$ cat src/rtl/scs8hd_xor3_sched_pkg.sv
// Shared types and elaboration helpers for the XOR3 parity scheduler.
package scs8hd_xor3_sched_pkg;

   typedef enum logic [1:0] {
      StIdle,
      StFold,
      StHold
   } sched_state_e;

   // Smallest legal data word: one XOR3 fold consumes two bits.
   localparam int unsigned DwMin = 2;

   // Word widths must be even so every fold step consumes a full bit pair.
   function automatic bit dw_valid(input int unsigned dw);
      return (dw >= DwMin) && ((dw % 2) == 0);
   endfunction

   // Ceiling log2, never below 1 so single-entry indices still have a bit.
   function automatic int unsigned clog2(input int unsigned n);
      int unsigned r;
      r = 0;
      while ((64'd1 << r) < 64'(n)) r++;
      return (r == 0) ? 1 : r;
   endfunction

endpackage

$ cat src/rtl/scs8hd_rr_arb.sv
// Combinational round-robin arbiter: first set request at or after ptr_i, cyclically.
module scs8hd_rr_arb
   import scs8hd_xor3_sched_pkg::*;
#(
   parameter int unsigned NREQ = 4,
   parameter int unsigned IDW  = clog2(NREQ)
) (
   input  logic [NREQ-1:0] req_i,
   input  logic [IDW-1:0]  ptr_i,
   output logic [NREQ-1:0] gnt_o,
   output logic [IDW-1:0]  idx_o,
   output logic            any_o
);

   assign any_o = |req_i;

   if (NREQ == 1) begin : g_single
      // Nothing to arbitrate; the pointer is irrelevant.
      logic unused_ptr;
      assign unused_ptr = ^ptr_i;
      assign gnt_o      = req_i;
      assign idx_o      = '0;
   end else begin : g_multi
      logic           found;
      logic [IDW-1:0] kk;

      // Scan from the pointer and keep the first hit.
      always_comb begin
         gnt_o = '0;
         idx_o = '0;
         found = 1'b0;
         kk    = '0;
         for (int unsigned i = 0; i < NREQ; i++) begin
            kk = IDW'((32'(ptr_i) + i) % NREQ);
            if (!found && req_i[kk]) begin
               found     = 1'b1;
               gnt_o[kk] = 1'b1;
               idx_o     = kk;
            end
         end
      end
   end

endmodule

$ cat src/rtl/scs8hd_xor3_parity_sched.sv
// Time-shared parity engine: grants one requester at a time and folds its word
// through a single XOR3 slice, two bits per cycle, returning parity via valid/ready.
module scs8hd_xor3_parity_sched
   import scs8hd_xor3_sched_pkg::*;
#(
   parameter int unsigned NREQ = 4,
   parameter int unsigned DW   = 16,
   parameter int unsigned IDW  = clog2(NREQ)
) (
   input  logic               CLK,
   input  logic               RESET,
   input  logic [NREQ-1:0]    REQ,
   input  logic [NREQ*DW-1:0] DATA,
   output logic [NREQ-1:0]    GNT,
   output logic               BUSY,
   output logic               RES_VALID,
   input  logic               RES_READY,
   output logic [IDW-1:0]     RES_ID,
   output logic               RES_PARITY
);

   localparam bit          DwOk    = dw_valid(DW);
   localparam int unsigned CW      = clog2(DW / 2);
   localparam logic [CW-1:0] CntLast = CW'(DW / 2 - 1);

   if (!DwOk) begin : g_dw_chk
      $error("DW must be even and at least 2");
   end

   sched_state_e   state_q;
   logic [IDW-1:0] rr_ptr_q;
   logic [IDW-1:0] gid_q;
   logic [DW-1:0]  shreg_q;
   logic [CW-1:0]  cnt_q;
   logic           acc_q;
   logic           res_valid_q;
   logic [IDW-1:0] res_id_q;
   logic           res_parity_q;

   logic [NREQ-1:0] arb_gnt;
   logic [IDW-1:0]  arb_idx;
   logic            arb_any;
   logic [DW-1:0]   sel_word;
   logic            fold_acc;
   logic [IDW-1:0]  ptr_next;

   scs8hd_rr_arb #(
      .NREQ (NREQ),
      .IDW  (IDW)
   ) u_arb (
      .req_i (REQ),
      .ptr_i (rr_ptr_q),
      .gnt_o (arb_gnt),
      .idx_o (arb_idx),
      .any_o (arb_any)
   );

   // Pick the granted requester's word for capture.
   always_comb begin
      sel_word = '0;
      for (int unsigned k = 0; k < NREQ; k++) begin
         if (arb_gnt[k]) sel_word = DATA[k*DW +: DW];
      end
   end

   // The shared XOR3 slice.
   assign fold_acc = acc_q ^ shreg_q[0] ^ shreg_q[1];

   // Fairness resumes just after the requester whose result was accepted.
   assign ptr_next = (gid_q == IDW'(NREQ - 1)) ? '0 : gid_q + 1'b1;

   assign GNT        = (state_q == StIdle) ? arb_gnt : '0;
   assign BUSY       = (state_q != StIdle);
   assign RES_VALID  = res_valid_q;
   assign RES_ID     = res_id_q;
   assign RES_PARITY = res_parity_q;

   // Scheduler FSM with registered result outputs; reset aborts any operation.
   always_ff @(posedge CLK) begin
      if (RESET) begin
         state_q      <= StIdle;
         rr_ptr_q     <= '0;
         gid_q        <= '0;
         shreg_q      <= '0;
         cnt_q        <= '0;
         acc_q        <= 1'b0;
         res_valid_q  <= 1'b0;
         res_id_q     <= '0;
         res_parity_q <= 1'b0;
      end else begin
         unique case (state_q)
            StIdle: begin
               if (arb_any) begin
                  shreg_q <= sel_word;
                  acc_q   <= 1'b0;
                  cnt_q   <= '0;
                  gid_q   <= arb_idx;
                  state_q <= StFold;
               end
            end
            StFold: begin
               acc_q   <= fold_acc;
               shreg_q <= shreg_q >> 2;
               cnt_q   <= cnt_q + 1'b1;
               if (cnt_q == CntLast) begin
                  res_parity_q <= fold_acc;
                  res_id_q     <= gid_q;
                  res_valid_q  <= 1'b1;
                  state_q      <= StHold;
               end
            end
            StHold: begin
               if (RES_READY) begin
                  res_valid_q <= 1'b0;
                  rr_ptr_q    <= ptr_next;
                  state_q     <= StIdle;
               end
            end
            default: state_q <= StIdle;
         endcase
      end
   end

endmodule

$ cat config.mk
export PLATFORM = sky130hd
export DESIGN_NAME = scs8hd_xor3_parity_sched
export DESIGN_NICKNAME = d
export VERILOG_FILES = /design/src/rtl/scs8hd_xor3_sched_pkg.sv /design/src/rtl/scs8hd_rr_arb.sv /design/src/rtl/scs8hd_xor3_parity_sched.sv
export SDC_FILE = /design/constraint.sdc
export NUM_CORES = 1
export LEC_CHECK = 0
export ABC_AREA = 0
export CORE_MARGIN = 2
export CORE_UTILIZATION = 50
export DETAILED_ROUTE_END_ITERATION = 8
export PLACE_DENSITY = 0.85
export SETUP_SLACK_MARGIN = 0.15
export SYNTH_ARGS = -nofsm -noshare
export SYNTH_HDL_FRONTEND = slang
export SYNTH_SLANG_ARGS = --single-unit
$ cat constraint.sdc
create_clock -name CLK -period 8.1 [get_ports CLK]
set_clock_uncertainty 0.2 [all_clocks]
set_input_delay 1.215 -clock CLK [delete_from_list [all_inputs] [get_ports CLK]]
set_output_delay 1.215 -clock CLK [all_outputs]
set_load 0.05 [all_outputs]
Yosys cells after proc, flatten, opt, wreduce, memory -nomap -nowiden
Index checks and enable logic that the tools add are counted.
{"block": "word_totals", "register_bits": 30, "out_inout_bits": 9, "elab_cells": 101}
{"block": "classes", "addsub": 5, "order_cmp": 8, "eq_ne": 7, "n_mux": 46, "bitwise": 5, "reduce_logical": 21}
{"operator": "$mux W16", "count": 5}
{"operator": "$pmux W16 S2", "count": 1}
{"operator": "$mux W4", "count": 5}
{"operator": "$mux W2", "count": 8}
{"operator": "$mux W1", "count": 14}
{"operator": "$lt A2 B3 Y1 const B", "count": 4}
{"operator": "$or A4 B4 Y4", "count": 3}
{"operator": "$bmux W1 S2", "count": 4}
{"operator": "$demux W1 S2", "count": 4}
{"operator": "$ge A2 B1 Y1 const B", "count": 4}
{"operator": "$reduce_and A2 Y1", "count": 4}
{"operator": "$logic_and A1 B1 Y1", "count": 7}
{"operator": "$ne A2 B2 Y1 const B", "count": 3}
{"operator": "$pmux W2 S3", "count": 1}
{"operator": "$pmux W3 S2", "count": 1}
{"operator": "$reduce_and A3 Y1", "count": 2}
{"operator": "$reduce_bool A2 Y1", "count": 3}
{"operator": "$add A2 B1 Y2 const B", "count": 2}
{"operator": "$add A2 B2 Y2 const B", "count": 2}
{"operator": "$eq A2 B2 Y1 const B", "count": 2}
{"operator": "$pmux W1 S2", "count": 2}
{"operator": "$reduce_or A4 Y1", "count": 1}
{"operator": "$add A3 B1 Y3 const B", "count": 1}
{"operator": "$eq A3 B3 Y1 const B", "count": 1}
{"operator": "5 further kinds", "count": 8}

Logic depth before layout (Yosys ltp)
Gate-level depths: netlist of run 1.
{"block": "depth", "word_depth": 18, "depth_mapped": 13, "mapped_depth_nobuf": 9}

Cells and area by module
From an unflattened synthesis of run 1, not the netlist that was laid out.
{"block": "unflattened", "cells_unflattened": 249, "area_unflattened_um2": 2332.2}
{"mod": "scs8hd_xor3_parity_sched", "instances": 1, "cells_each": 198, "area_per_inst_um2": 1885.6}
{"mod": "scs8hd_rr_arb", "instances": 1, "cells_each": 51, "area_per_inst_um2": 446.7}

Worst setup path before layout of run 1
No wires, ideal clock.
{"block": "synth_path", "kind": "input to output", "start": "in REQ[1]", "end": "out GNT[1]", "t_arrival_ns": 3.576, "slack_ns": 3.109, "cell_stages": 8, "path_cell_list": "buf_2 mux4_2 nor3b_4 a221o_1 or2_1 buf_2 buf_6 nor2b_1"}
{"block": "synth_via", "elab_chain_cells": 13, "elab_cells_between_ends": 25, "classes_between": "mux: 16; bitwise: 3; reduce/logical: 6"}
{"item": "from (decl)", "line_no": "scs8hd_xor3_parity_sched.sv:12", "source": "input logic [NREQ-1:0] REQ,"}
{"item": "$bmux W1 S2", "line_no": "scs8hd_rr_arb.sv:35", "source": "if (!found && req_i[kk]) begin"}
{"item": "$mux W1 (implied by the code)", "line_no": "scs8hd_rr_arb.sv:35"}
{"item": "$mux W1", "line_no": "scs8hd_rr_arb.sv:35"}
{"item": "$logic_not A1 Y1", "line_no": "scs8hd_rr_arb.sv:35"}
{"item": "$logic_and A1 B1 Y1", "line_no": "scs8hd_rr_arb.sv:35"}
{"item": "$mux W1", "line_no": "scs8hd_rr_arb.sv:35"}
{"item": "$logic_not A1 Y1", "line_no": "scs8hd_rr_arb.sv:35"}
{"item": "$logic_and A1 B1 Y1", "line_no": "scs8hd_rr_arb.sv:35"}
{"item": "$mux W1", "line_no": "scs8hd_rr_arb.sv:35"}
{"item": "$logic_not A1 Y1", "line_no": "scs8hd_rr_arb.sv:35"}
{"item": "$logic_and A1 B1 Y1", "line_no": "scs8hd_rr_arb.sv:35"}
{"item": "$mux W4 *", "line_no": "scs8hd_rr_arb.sv:35"}
{"item": "$mux W4 *", "line_no": "scs8hd_xor3_parity_sched.sv:72", "source": "assign GNT = (state_q == StIdle) ? arb_gnt : '0;"}
{"item": "to (decl)", "line_no": "scs8hd_xor3_parity_sched.sv:14", "source": "output logic [NREQ-1:0] GNT,"}
Every way passes the cells marked *; elsewhere a longest branch is shown, timed or not. The select of a mux whose other input is x is not followed.

Worst setup path after layout of run 1
{"block": "layout_path", "start": "in REQ[0]", "end": "out GNT[1]"}
Same word-level chain as after synthesis.

==> run metrics, run 1 <==
hold-critical path endpoint RES_ID[1]$_SDFFE_PP0P_; clk root buf clkbuf_8; status complete, no violations; Finished Layout Cells 398; kind of critical path in -> out; width of the die 72.2 µm; first-pass GRT wire length 10.2 mm; synth unique cells 48; Synth area leaders dfxtp_1, a221oi_2, o221ai_1; share of post-route cells with drive strength above 1 0.113; Vias/cell 6.01; FF-to-FF setup slack 4.10 ns; syn_area_per_cell 8.35 µm²; Die Area 5220 µm²; Core Area 4410 µm²; Routed Antenna Nets 0; DR iter-0 viols 115; CTS HTree Levels 2; Worst Max-Slew Pin Slew 1.15 ns; Post-route DRC 0; GPL Wtd Cong 0.874; Detailed Route WL 6.32 mm; startpoint types primary input; die height 72.2 µm; Final Hold Vio Count 0; Final Cell Area 3190 µm²; synth warn 0; Slew HR 0.229; CTS max path bufs 2; antenna cell count 0; # nets final 426; met2 Use GR 0.379; Post-CTS Setup Bufs 0; pin count of the biggest net entering global routing 36; Congestion Overflow GR 0; row cnt 24; dominant cell type by area after synthesis dfxtp_1; Worst R2R End shreg_q[1]$_SDFFE_PP0P_; Lkg Pwr 1.18 nW; # hold bufs at CTS 0; post_cts resized 0; Worst setup EP type output port; MaxCap Viol Count 0; HP Start RES_ID[1]$_SDFFE_PP0P_; sequential fraction of the synthesis area 0.258; Design Power 0.397 mW; fraction of registers with async set/reset 0; Synth Instances 279; initial antenna violation count 0; insertion delay to the later sink of the worst-skew pair 0.28 ns; EDFF count, synth 0; GRT Total Usage 0.242; hpwl dp 4.77 mm; P per Cell Area 124 nW/µm²; Worst Path Arrival 4.38 ns; placed cell count 390; worst hold path stage count 2; Reg clk slew, reported paths 0.07 ns; fmax 173 MHz; Post-DP Area 3100 µm²; worst reg2reg path depth 9; Yosys reg bits 30; number of buffers created by CTS 5; Top Ports 80; mean routed wirelength per cell 15.9 µm; final hold slack 0.262 ns; worst-path fanout max 17; clock sink count 30; GRT busiest layer met2; DR pass1 iterations 4; port bufs 79; Area Overhead vs Synth 37.2%; Main synth FF type dfxtp_1; minimum clock period after layout 5.79 ns; fraction of post-synthesis cell area in the top cell type by area 0.258; final worst path period share 0.715; count of pins over their slew limit 0; final setup TNS 0 ns; worst r2r src rr_ptr_q[0]$_SDFFE_PP0P_; min-delay worst type reg -> reg; RSZ-0062 raised after global routing false; Peak VDD IR 0.141 mV; setup violators final 0; Initial Util 0.527; vias after detailed routing 2390; Synth Cell Area 2330 µm²; syn_nets 360; CP required 6.68 ns; vias in the first global route 2109; clock tree from TritonCTS yes; met3 Use GR 0.0569; met1 Track Usage GR 0.342
-- kinds of logic after synthesis --
group	after synthesis	share of synthesized area
simple gates	103	0.264
compound gates	84	0.288
buf+inv	44	0.0860
flops	30	0.258
fa+ha+maj	10	0.0537
mux	6	0.0424
xor+xnor	2	0.00752
-- where the power goes --
| part | total (mW) | switching, mW | internal [mW] |
|---|---|---|---|
| Sequential | 0.162 | 0.00548 | 0.156 |
| Combinational | 0.110 | 0.0497 | 0.0607 |
| Clock | 0.125 | 0.0569 | 0.0681 |
| Total | 0.397 | 0.112 | 0.285 |
-- final cells by class --
type / count / area [µm²]
clock buffers: 6 / 82.6
clock inverters: 2 / 12.5
fillers: 376 / 1220
inverters: 18 / 67.6
multi-input cells: 205 / 1530
flip-flops and latches: 30 / 601
well taps: 52 / 65.1
repair buffers: 85 / 836
-- critical path: stages --
cell             delay (ns)
clkdlybuf4s50_1        0.56
mux4_2                 0.68
nor3b_4                0.37
a221o_1                0.23
or2_1                  0.10
buf_4                  0.24
nor2b_1                0.16
clkdlybuf4s50_1        0.81
-- flip-flops by register name (all words and copies together), names as in the netlist --
register and flops:
cnt_q 3, RES_PARITY 1, shreg_q 16, acc_q 1, RES_VALID 1, RES_ID 2, gid_q 2, state_q 2
rr_ptr_q 2
-- worst max-delay path by stage --
stage	start	end	slack, ns
after floorplan	REQ[1]	GNT[1]	3.11
after global placement	REQ[3]	GNT[1]	2.38
after detailed placement	REQ[1]	GNT[1]	2.33
after CTS	REQ[1]	GNT[1]	2.33
after global routing	REQ[1]	GNT[1]	2.16
final	REQ[0]	GNT[1]	2.31
-- cell usage in the layout, fill, tap and decap left out, types with 8 or more instances in the layout --
cell type	instances
inv_1	18
nor2_1	29
a221oi_2	10
o221ai_1	15
a221oi_1	9
a21oi_1	11
ha_1	10
clkdlybuf4s50_1	79
nand2_1	14
dfxtp_1	30
nor4b_1	8
nor3_1	15
o21ai_0	18
-- per-stage QoR --
| step | util | setup WS (ns) |
|---|---|---|
| after floorplan | - | 3.11 |
| after global placement | 0.702 | 2.38 |
| after detailed placement | 0.702 | 2.33 |
| after CTS | 0.724 | 2.33 |
| after global routing | 0.724 | 2.16 |
| final | 0.724 | 2.31 |
-- per-layer routing --
metal  vias to the layer above  share of wire  wire (µm)
li1                       1191              -          -
met1                      1103           0.48       3010
met2                        92           0.44       2770
met3                         4          0.078        495
met4                         0         0.0079         50
met5                         -              0          0
-- synthesized netlist by cell type (5+ instances only) --
| cell type | count |
|---|---|
| ha_1 | 10 |
| inv_1 | 18 |
| a21oi_1 | 11 |
| o21ai_0 | 18 |
| nor4b_1 | 8 |
| nor3_1 | 15 |
| a221oi_2 | 10 |
| a211oi_1 | 5 |
| dfxtp_1 | 30 |
| clkbuf_1 | 16 |
| nor4b_2 | 6 |
| o221ai_1 | 15 |
| nor2b_1 | 5 |
| nand3_1 | 7 |
| a221oi_1 | 9 |
| nor2_1 | 29 |
| nand2_1 | 14 |
No activity file was read; power rests on OpenSTA's default activity.
==> run 2, diff against run 1 <==
Settings changed: CORE_UTILIZATION 50 to 42, PLACE_DENSITY 0.85 to 0.76.
Clock period 8.1 ns to 4.88 ns, I/O delays scaled along.
==> run 2 against run 1 <==
Combinational power up 69%. Worst hold slack better by 0.0023 ns. Register-to-register slack worse by 2.8 ns. Via count up 1.3%. Cell count up 5.5%. Largest cell class unchanged. Largest power group is now the clock network.
==> run metrics, run 2 (same netlist as run 1, synthesis figures left out) <==
final setup TNS 0 ns (unchanged); pin count of the biggest net entering global routing 36 (unchanged); Worst Max-Slew Pin Slew 0.754 ns (-0.400 ns); vias in the first global route 2146 (+1.8%); Congestion Overflow GR 0 (unchanged); GRT busiest layer met2; GPL Wtd Cong 0.904 (+3.4%); Post-route DRC 0 (unchanged); Place WS 0.518 ns (-1.81 ns); CTS HTree Levels 2 (unchanged); crit-path cells clkdlybuf4s50_1, mux4_2, nor3b_4, a221oi_2, a21oi_1, clkdlybuf4s50_1; Worst setup EP type output port; first-pass GRT wire length 10.7 mm (+4.9%); Lkg Pwr 1.23 nW (+3.9%); commonest non-fill, non-tap cells in the layout clkdlybuf4s50_1, dfxtp_1, nor2_1; post_cts resized 0 (unchanged); Core Area 5440 µm² (+23%); count of pins over their slew limit 0 (unchanged); Routed Antenna Nets 0 (unchanged); status complete, no violations; Design Power 0.768 mW (+93%); Final Hold Vio Count 0 (unchanged); met3 Use GR 0.0609 (+0.00398); clock tree from TritonCTS yes; Final Cell Area 3300 µm² (+3.3%); number of buffers created by CTS 5 (unchanged); width of the die 78.5 µm (+8.6%); Detailed Route WL 6.53 mm (+3.2%); kind of critical path in -> out; Finished Core Util 0.607 (-0.117); P per Cell Area 233 nW/µm² (+87%); antenna cell count 0 (unchanged); Finished Layout Cells 420 (+5.5%); Top Ports 80 (unchanged); Reg with most FFs shreg_q; Top Registers shreg_q: 16 flops, cnt_q: 3 flops; share of post-route cells with drive strength above 1 0.129 (+0.0166); hpwl dp 4.77 mm (+0.12%); met1 Track Usage GR 0.294 (-0.0484); mean routed wirelength per cell 15.5 µm (-2.2%); Setup WS post-layout 0.500 ns (-1.81 ns); die height 78.5 µm (+8.6%); RSZ-0062 raised after global routing false; vias after detailed routing 2422 (+1.3%); initial antenna violation count 0 (unchanged); Reg clk slew, reported paths 0.06 ns (about the same); CP bufs+invs 2 (-1); port bufs 79 (unchanged); # nets final 428 (+0.47%); DR pass1 iterations 4 (unchanged); Post-CTS Setup Bufs 0 (unchanged); Crit path top cell by count clkdlybuf4s50_1; clk root buf clkbuf_8; GRT Total Usage 0.216 (-0.0260); Peak VDD IR 0.213 mV (+51%); row cnt 27 (+13%); Slowest-stage cell, CP clkdlybuf4s50_1; min-delay worst type reg -> reg; minimum clock period after layout 4.38 ns; final hold slack 0.265 ns (+0.00229 ns); Area Overhead vs Synth 41.8%; max reg flops 16 (unchanged); Worst Path Arrival 3.45 ns (-0.93 ns); worst-path fanout max 15 (-2); Die Area 6160 µm² (+18%); MaxCap Viol Count 0 (unchanged); final worst path period share 0.898; Crit path max-delay family buffers and inverters; Slew HR 0.497 (+0.269); CP required 3.95 ns (-2.73 ns); Post-DP Area 3160 µm² (+1.9%); fmax 228 MHz; CP max stage delay 0.82 ns (about the same); placed cell count 412 (+5.6%); commonest non-fill, non-tap cell in the layout clkdlybuf4s50_1; startpoint types primary input; Initial Util 0.428 (-0.0994); DR iter-0 viols 107 (-7.0%); insertion delay to the later sink of the worst-skew pair 0.29 ns (about the same); # hold bufs at CTS 0 (unchanged); CTS max path bufs 2 (unchanged); met2 Use GR 0.331 (-0.0482); setup violators final 0 (unchanged); Vias/cell 5.77 (-4.0%); clock sink count 30 (unchanged)
[run 2: changes by cell type in the layout (fill, tap and decap cells not counted)]
cell,delta
bufinv_16,+2
buf_12,+2
dfxtp_1,-1
dfxtp_2,+1
buf_4,+3
clkdlybuf4s50_1,-3
clkinvlp_4,-1
clkinv_2,-1
[run 2: power by group]
| group | internal [mW] | switching (mW) | total [mW] |
|---|---|---|---|
| clock | 0.218 | 0.0963 | 0.314 |
| sequential | 0.259 | 0.00893 | 0.268 |
| combinational | 0.102 | 0.0832 | 0.186 |
[run 2: worst reg2reg max path, cell delays in order, from the launching register on]
cell and delay (ns):
dfxtp_1 0.54, inv_1 0.15, ha_1 0.46, mux4_2 0.45, and3b_1 0.21, a221o_1 0.29, or2_1 0.23, buf_4 0.21
a221oi_1 0.32, o221ai_1 0.22, nor4b_2 0.21
[run 2: area by class of cell]
cell class / instances / area, µm²
Clock buffer: 6 / 82.6
Clock inverter: 2 / 60.1
Fill cell: 475 / 2140
Inverter: 18 / 67.6
Multi-Input combinational cell: 205 / 1530
Sequential cell: 30 / 602
Tap cell: 72 / 90.1
Timing Repair Buffer: 87 / 868
[run 2: path summary, 6_finish.rpt]
kind                             from                       to  slack [ns]  depth (start not counted)
max                            REQ[3]                   GNT[0]        0.50                          6
min            RES_ID[0]$_SDFFE_PP0P_   RES_ID[0]$_SDFFE_PP0P_        0.26                          2
max reg2reg  rr_ptr_q[1]$_SDFFE_PP0P_  shreg_q[5]$_SDFFE_PP0P_        1.27                         10
min reg2reg    RES_ID[0]$_SDFFE_PP0P_   RES_ID[0]$_SDFFE_PP0P_        0.26                          2
[run 2: layer usage]
layer,wire (µm),share of wire
met1,3000,0.46
met2,2850,0.44
met3,603,0.092
met4,78,0.012
met5,0,0
==> run 3, diff against run 2 <==
Settings changed: ABC_CLOCK_PERIOD_IN_PS set to 4880.
==> results of run 3 <==
No change in the layout: final DEF, timing and power equal those of run 2.
